===== src/rtl/sram_axi_bridge.sv =====
// sram_axi_bridge: converts the core's SRAM-like instruction port (read-only)
// and data port (read/write) into one AXI3 master. The bridge keeps at most one
// read and one write outstanding. Fixed AXI fields such as len, burst, lock,
// cache, prot, awid, wid and wlast are tied off at the SoC top.
//
// Ports:
//   clk, resetn          clock; asynchronous active-low reset
//   inst_*               instruction request, handshake and read data
//   data_*               data request (rd/wr, size, strobes), handshake and read data
//   ar*/r*               AXI read address and read data channels
//   aw*/w*/b*            AXI write address, write data and write response channels
//
// Build option: BRIDGE_RAW_CHECK_EN. When it is defined, a data read stalls only
// while the outstanding write targets the same word. When it is undefined, a data
// read stalls whenever any write is in flight.
module sram_axi_bridge #(
    parameter logic [3:0] ID_INST = 4'd0,
    parameter logic [3:0] ID_DATA = 4'd1
) (
    input  logic        clk,
    input  logic        resetn,
    input  logic        inst_req,
    input  logic [31:0] inst_addr,
    output logic        inst_addr_ok,
    output logic        inst_data_ok,
    output logic [31:0] inst_rdata,
    input  logic        data_req,
    input  logic        data_wr,
    input  logic [1:0]  data_size,
    input  logic [31:0] data_addr,
    input  logic [3:0]  data_wstrb,
    input  logic [31:0] data_wdata,
    output logic        data_addr_ok,
    output logic        data_data_ok,
    output logic [31:0] data_rdata,
    output logic [3:0]  arid,
    output logic [31:0] araddr,
    output logic [2:0]  arsize,
    output logic        arvalid,
    input  logic        arready,
    input  logic [3:0]  rid,
    input  logic [31:0] rdata,
    input  logic        rvalid,
    output logic        rready,
    output logic [31:0] awaddr,
    output logic [2:0]  awsize,
    output logic        awvalid,
    input  logic        awready,
    output logic [31:0] wdata,
    output logic [3:0]  wstrb,
    output logic        wvalid,
    input  logic        wready,
    input  logic        bvalid,
    output logic        bready
);

    typedef enum logic [1:0] {RIdle, RAddr, RData} r_state_e;
    typedef enum logic [1:0] {WIdle, WSend, WResp} w_state_e;

    r_state_e    r_state_q, r_state_d;
    w_state_e    w_state_q, w_state_d;
    logic [3:0]  arid_q, arid_d;
    logic [31:0] araddr_q, araddr_d;
    logic [2:0]  arsize_q, arsize_d;
    logic [31:0] awaddr_q, awaddr_d;
    logic [2:0]  awsize_q, awsize_d;
    logic [31:0] wdata_q, wdata_d;
    logic [3:0]  wstrb_q, wstrb_d;
    logic        aw_done_q, aw_done_d;
    logic        w_done_q, w_done_d;

    logic raw_block;
    logic rd_data_pending;
    logic data_rd_ok, data_wr_ok, inst_ok;
    logic r_hold;

`ifdef BRIDGE_RAW_CHECK_EN
    assign raw_block = (w_state_q != WIdle) && (awaddr_q[31:2] == data_addr[31:2]);
    // A data read may overtake an in-flight write. Its R beat is held off until
    // the write's B response has gone back, so data_data_ok stays in request order.
    assign r_hold    = (rid == ID_DATA) && (w_state_q != WIdle);
`else
    assign raw_block = (w_state_q != WIdle);
    assign r_hold    = 1'b0;
`endif

    // An outstanding data read blocks new writes, so data completions return in order.
    assign rd_data_pending = (r_state_q != RIdle) && (arid_q == ID_DATA);

    assign data_rd_ok = (r_state_q == RIdle) && data_req && !data_wr && !raw_block;
    assign data_wr_ok = (w_state_q == WIdle) && data_req && data_wr && !rd_data_pending;
    // Instruction fetch takes the read channel only if no data read wins it this cycle.
    assign inst_ok    = (r_state_q == RIdle) && inst_req && !data_rd_ok;

    always_comb begin
        r_state_d = r_state_q;
        arid_d    = arid_q;
        araddr_d  = araddr_q;
        arsize_d  = arsize_q;
        unique case (r_state_q)
            RIdle: begin
                if (data_rd_ok) begin
                    arid_d    = ID_DATA;
                    araddr_d  = data_addr;
                    arsize_d  = {1'b0, data_size};
                    r_state_d = RAddr;
                end else if (inst_ok) begin
                    arid_d    = ID_INST;
                    araddr_d  = inst_addr;
                    arsize_d  = 3'd2;
                    r_state_d = RAddr;
                end
            end
            RAddr:   if (arready) r_state_d = RData;
            RData:   if (rvalid && !r_hold) r_state_d = RIdle;
            default: r_state_d = RIdle;
        endcase
    end

    always_comb begin
        w_state_d = w_state_q;
        awaddr_d  = awaddr_q;
        awsize_d  = awsize_q;
        wdata_d   = wdata_q;
        wstrb_d   = wstrb_q;
        aw_done_d = aw_done_q;
        w_done_d  = w_done_q;
        unique case (w_state_q)
            WIdle: begin
                if (data_wr_ok) begin
                    awaddr_d  = data_addr;
                    awsize_d  = {1'b0, data_size};
                    wdata_d   = data_wdata;
                    wstrb_d   = data_wstrb;
                    aw_done_d = 1'b0;
                    w_done_d  = 1'b0;
                    w_state_d = WSend;
                end
            end
            WSend: begin
                aw_done_d = aw_done_q | awready;
                w_done_d  = w_done_q | wready;
                if (aw_done_d && w_done_d) w_state_d = WResp;
            end
            WResp:   if (bvalid) w_state_d = WIdle;
            default: w_state_d = WIdle;
        endcase
    end

    always_ff @(posedge clk or negedge resetn) begin
        if (!resetn) begin
            r_state_q <= RIdle;
            w_state_q <= WIdle;
            arid_q    <= 4'd0;
            araddr_q  <= 32'd0;
            arsize_q  <= 3'd0;
            awaddr_q  <= 32'd0;
            awsize_q  <= 3'd0;
            wdata_q   <= 32'd0;
            wstrb_q   <= 4'd0;
            aw_done_q <= 1'b0;
            w_done_q  <= 1'b0;
        end else begin
            r_state_q <= r_state_d;
            w_state_q <= w_state_d;
            arid_q    <= arid_d;
            araddr_q  <= araddr_d;
            arsize_q  <= arsize_d;
            awaddr_q  <= awaddr_d;
            awsize_q  <= awsize_d;
            wdata_q   <= wdata_d;
            wstrb_q   <= wstrb_d;
            aw_done_q <= aw_done_d;
            w_done_q  <= w_done_d;
        end
    end

    assign inst_addr_ok = inst_ok;
    assign data_addr_ok = data_rd_ok | data_wr_ok;

    assign arid    = arid_q;
    assign araddr  = araddr_q;
    assign arsize  = arsize_q;
    assign arvalid = (r_state_q == RAddr);
    assign rready  = (r_state_q == RData) && !r_hold;

    assign awaddr  = awaddr_q;
    assign awsize  = awsize_q;
    assign wdata   = wdata_q;
    assign wstrb   = wstrb_q;
    assign awvalid = (w_state_q == WSend) && !aw_done_q;
    assign wvalid  = (w_state_q == WSend) && !w_done_q;
    assign bready  = (w_state_q == WResp);

    assign inst_rdata   = rdata;
    assign data_rdata   = rdata;
    assign inst_data_ok = rvalid && rready && (rid == ID_INST);
    assign data_data_ok = (rvalid && rready && (rid == ID_DATA)) || (bvalid && bready);

endmodule

===== config.mk =====
export PLATFORM = sky130hd
export DESIGN_NAME = sram_axi_bridge
export DESIGN_NICKNAME = d
export VERILOG_FILES = /design/src/rtl/sram_axi_bridge.sv
export SDC_FILE = /design/constraint.sdc
export NUM_CORES = 1
export LEC_CHECK = 0
export CAP_MARGIN = 20
export CORE_AREA = 2 2 127 129
export DETAILED_ROUTE_END_ITERATION = 12
export DIE_AREA = 0 0 129 131
export GPL_TIMING_DRIVEN = 0
export PLACE_DENSITY = 0.74
export SLEW_MARGIN = 25
export SYNTH_ARGS = -nofsm -noshare
export SYNTH_HDL_FRONTEND = slang
export SYNTH_SLANG_ARGS = --single-unit

===== constraint.sdc =====
create_clock -name clk -period 2.65 [get_ports clk]
set_clock_uncertainty 0.2 [all_clocks]
set_input_delay 0.3975 -clock clk [delete_from_list [all_inputs] [get_ports clk]]
set_output_delay 0.3975 -clock clk [all_outputs]
set_load 0.01 [all_outputs]

==> flow_metrics.tcl, run 1 <==
set metrics [dict create \
    root_buffer "clkbuf_16" \
    seq_area_frac_synth_pct 50.78 \
    syn_area_per_cell_sq_um 14.70 \
    worstHoldPathCells 1 \
    grt_pass1_vias 4271 \
    cts_buffers 9 \
    start_kind "primary input" \
    p_switching_mw 2.838 \
    path_max_fanout 2 \
    cp_data_arrival_time_ns 1.89 \
    status "finished clean" \
    port_buffers 293 \
    grt_remaining_overflow 0 \
    viasPerCell 4.402 \
    worst_ir_drop_vdd_mv 0.5451 \
    nFillCells 1252 \
    setup_viol 0 \
    rows 46 \
    end_kind "output port" \
    first_pass_iters 4 \
    hold_viol 0 \
    ys.warnings.count 0 \
    crit_type "in2out" \
    place_congestion 0.7226 \
    cts.clk_slew.worst_paths_ns 0.07 \
    max_slew.worst_pin.slew_ns 0.5777 \
    synth_compound_area_share_pct 1.258 \
    drt_wl_total_mm 15.08 \
    wl_per_cell_um 16.62 \
    yosys_register_bits 111 \
    h-tree-depth 3 \
    swShare_pct 29.50 \
    antenna_cells 0 \
    ios 331 \
    syn_to_final_growth_pct 66.90 \
    synth-adder-area-share_pct 0 \
    fin_crit_sh_pct 93.91 \
    synth_top_family_by_area "multiplexers" \
    slew_headroom_pct 61.49 \
    antenna_found_initial 0 \
    critPathRequiredTime_ns 2.05 \
    whs_ns 0.2897 \
    fmax_mhz 401.8 \
    r2r.worst_path.cells 6 \
    cts.sinks 111 \
    dp_cells 886 \
    pwr-share-comb_pct 52.0 \
    initial_core_util_pct 35.07 \
    die_w_um 129 \
    worstSkewPairLatency_ns 0.34 \
    rsz0062_at_grt "false" \
    syn_area_sq_um 5470 \
    period_needed_ns 2.489 \
    drc 0 \
    p_int_mw 6.782 \
    num-nets-final 834 \
    p_seq_share_pct 32.0 \
    drv_cap 0 \
    synthCells 372 \
    dieArea_sq_um 16900 \
    cts_buffer_depth 2 \
    die_y_um 131 \
    pwr-share-clk_pct 16.1 \
    hold_class "reg2reg" \
    place_area_sq_um 8717 \
    vias 3993 \
    p_leak_nw 4.102 \
    drtAntennaViolNets 0 \
    cts_tree "done" \
    grt_pass1_wl_mm 22.05 \
    drive_gt1_share_pct 35.75 \
    grt_max_degree 62 \
    synth-simple-area-share_pct 2.608 \
    fin_area_sq_um 9130 \
    pwr_density_cell_nw_per_um2 1054 \
    slew_violations 0 \
    netlist-cell-type-count 29 \
    synth_mux_area_share_pct 32.50 \
    finalNonFillerCells 907 \
    core_area_sq_um 15600 \
    drt_iter0_drc 56 \
    grt_usage_pct 16.92 \
    dp_hpwl_mm 11.63 \
    synth-xor-area-share_pct 0 \
]
-- registers in the layout, summed over array words and instances (netlist names) --
register   flops
araddr        32
awaddr        32
wdata         32
wstrb          4
arsize         2
awsize         2
r_state_q      2
w_state_q      2
arid           1
aw_done_q      1
w_done_q       1
-- per-layer routing --
layer	up-vias	share of wire (%)	global-route usage, %
met5	-	0	0
li1	1833	-	-
met1	1956	37	18.43
met3	19	8.1	5.171
met2	185	53	31.06
met4	0	1.9	6.266
-- layout by cell type (no fill, tap or decap), types with 2 or more instances in the layout --
cell,instances
nand2_1,4
bufinv_16,3
nand2b_1,2
clkbuf_16,9
buf_6,15
dlymetal6s2s_1,2
dfrtp_2,2
mux2_1,2
clkdlybuf4s50_1,289
buf_4,73
dfrtp_1,109
inv_1,6
nor2b_1,3
o21a_1,2
clkinvlp_4,2
conb_1,5
mux2_2,67
a21oi_1,2
nor2_1,6
mux2_4,66
o21ai_0,2
-- what timing repair did --
item | in CTS | in global routing
pin swaps | 1 | 0
cloned | 0 | 0
hold endpoints to repair | 60 | 0
buffers inserted | 3 | 1
setup endpoints to repair | 2 | 4
hold buffers | 1 | 0
resized for setup | 3 | 7
-- kinds of logic after synthesis --
group	count (synthesis)
compound gates	10
buf+inv	90
flops	111
mux	136
other cells	1
simple gates	24
-- cell type report --
class,count,area (sq um),share of cell area [%]
clock inverters,7,118.9,1.302
well taps,216,270.3,2.960
repair buffers,299,3005,32.92
inverters,6,22.52,0.2467
clock buffers,9,225.2,2.467
flip-flops and latches,111,2780,30.45
plain buffers,84,680.7,7.455
multi-input cells,175,2027,22.20
-- critical path, cell delays in order --
cell,delay (ns)
clkdlybuf4s50_1,0.42
nor4b_2,0.33
a32o_1,0.20
clkdlybuf4s50_1,0.54
-- path summary, 6_finish.rpt --
check / startpoint / end / slack [ns]
worst max-delay path: rid[1] / data_data_ok / 0.16
worst min-delay path: w_state_q[1] / w_state_q[0] / 0.29
worst max register to register: r_state_q[0] / araddr[12] / 0.53
worst min register to register: w_state_q[1] / w_state_q[0] / 0.29
max in group asynchronous: resetn / r_state_q[1] / 1.18
min in group asynchronous: resetn / wdata[16] / 0.40
-- cell usage after synthesis --
cell type,number,share of area [%]
nand4_4,1,0.39
nand2_1,4,0.27
dfrtp_1,111,51
a21oi_1,2,0.18
mux2_4,66,18
o21ai_0,2,0.18
buf_2,1,0.091
a22o_1,1,0.16
nor2_1,7,0.48
buf_6,13,2.7
nor2b_1,3,0.34
conb_1,1,0.069
nor3_1,1,0.091
nand3_1,1,0.091
nand4b_1,1,0.16
inv_1,6,0.41
and2b_1,1,0.14
o21a_1,2,0.27
o21ai_2,1,0.16
buf_4,70,9.6
nor4b_1,1,0.16
nor3b_1,1,0.14
mux2i_1,1,0.18
o22ai_1,1,0.11
nand2b_1,2,0.23
mux2_1,2,0.41
mux2_2,67,14
a32o_1,1,0.18
and2_1,1,0.11
-- power by group through the flow --
stage,clock [mW],sequential [mW],combinational [mW]
floorplan,0,3.42,2.15
finish,1.55,3.07,5.00
CTS,1.60,3.07,5.06
detailed placement,0,3.09,5.00
global placement,0,3.04,4.92
global route,1.67,3.18,5.32
-- per-stage QoR --
step / utilization (%) / setup WS, ns / setup TNS [ns] / power (mW)
2_1_floorplan: - / 0.8051 / 0 / 5.568
3_3_place_gp: 55.70 / -3.210 / -355.30 / 7.955
3_5_place_dp: 55.89 / -0.1622 / -0.2738 / 8.087
4_1_cts: 58.33 / 0.01109 / 0 / 9.720
5_1_grt: 58.54 / 0.02848 / 0 / 10.17
6_report: 58.54 / 0.1614 / 0 / 9.620
(Power assumes the default switching activity.)
==> run 2: changes to the inputs <==
--- a/config.mk
+++ b/config.mk
@@ -11,7 +11,7 @@
 export DIE_AREA = 0 0 129 131
 export GPL_TIMING_DRIVEN = 0
 export PLACE_DENSITY = 0.74
-export SLEW_MARGIN = 25
+export SLEW_MARGIN = 10
 export SYNTH_ARGS = -nofsm -noshare
 export SYNTH_HDL_FRONTEND = slang
 export SYNTH_SLANG_ARGS = --single-unit
==> results of run 2 <==
Final layout, timing and power as in run 1 (identical DEF).
==> run 3: changes to the inputs <==
--- a/config.mk
+++ b/config.mk
@@ -9,6 +9,7 @@
 export CORE_AREA = 2 2 127 129
 export DETAILED_ROUTE_END_ITERATION = 12
 export DIE_AREA = 0 0 129 131
+export GPL_ROUTABILITY_DRIVEN = 0
 export GPL_TIMING_DRIVEN = 0
 export PLACE_DENSITY = 0.74
 export SLEW_MARGIN = 10
==> results of run 3 <==
Final layout, timing and power as in run 1 (identical DEF).
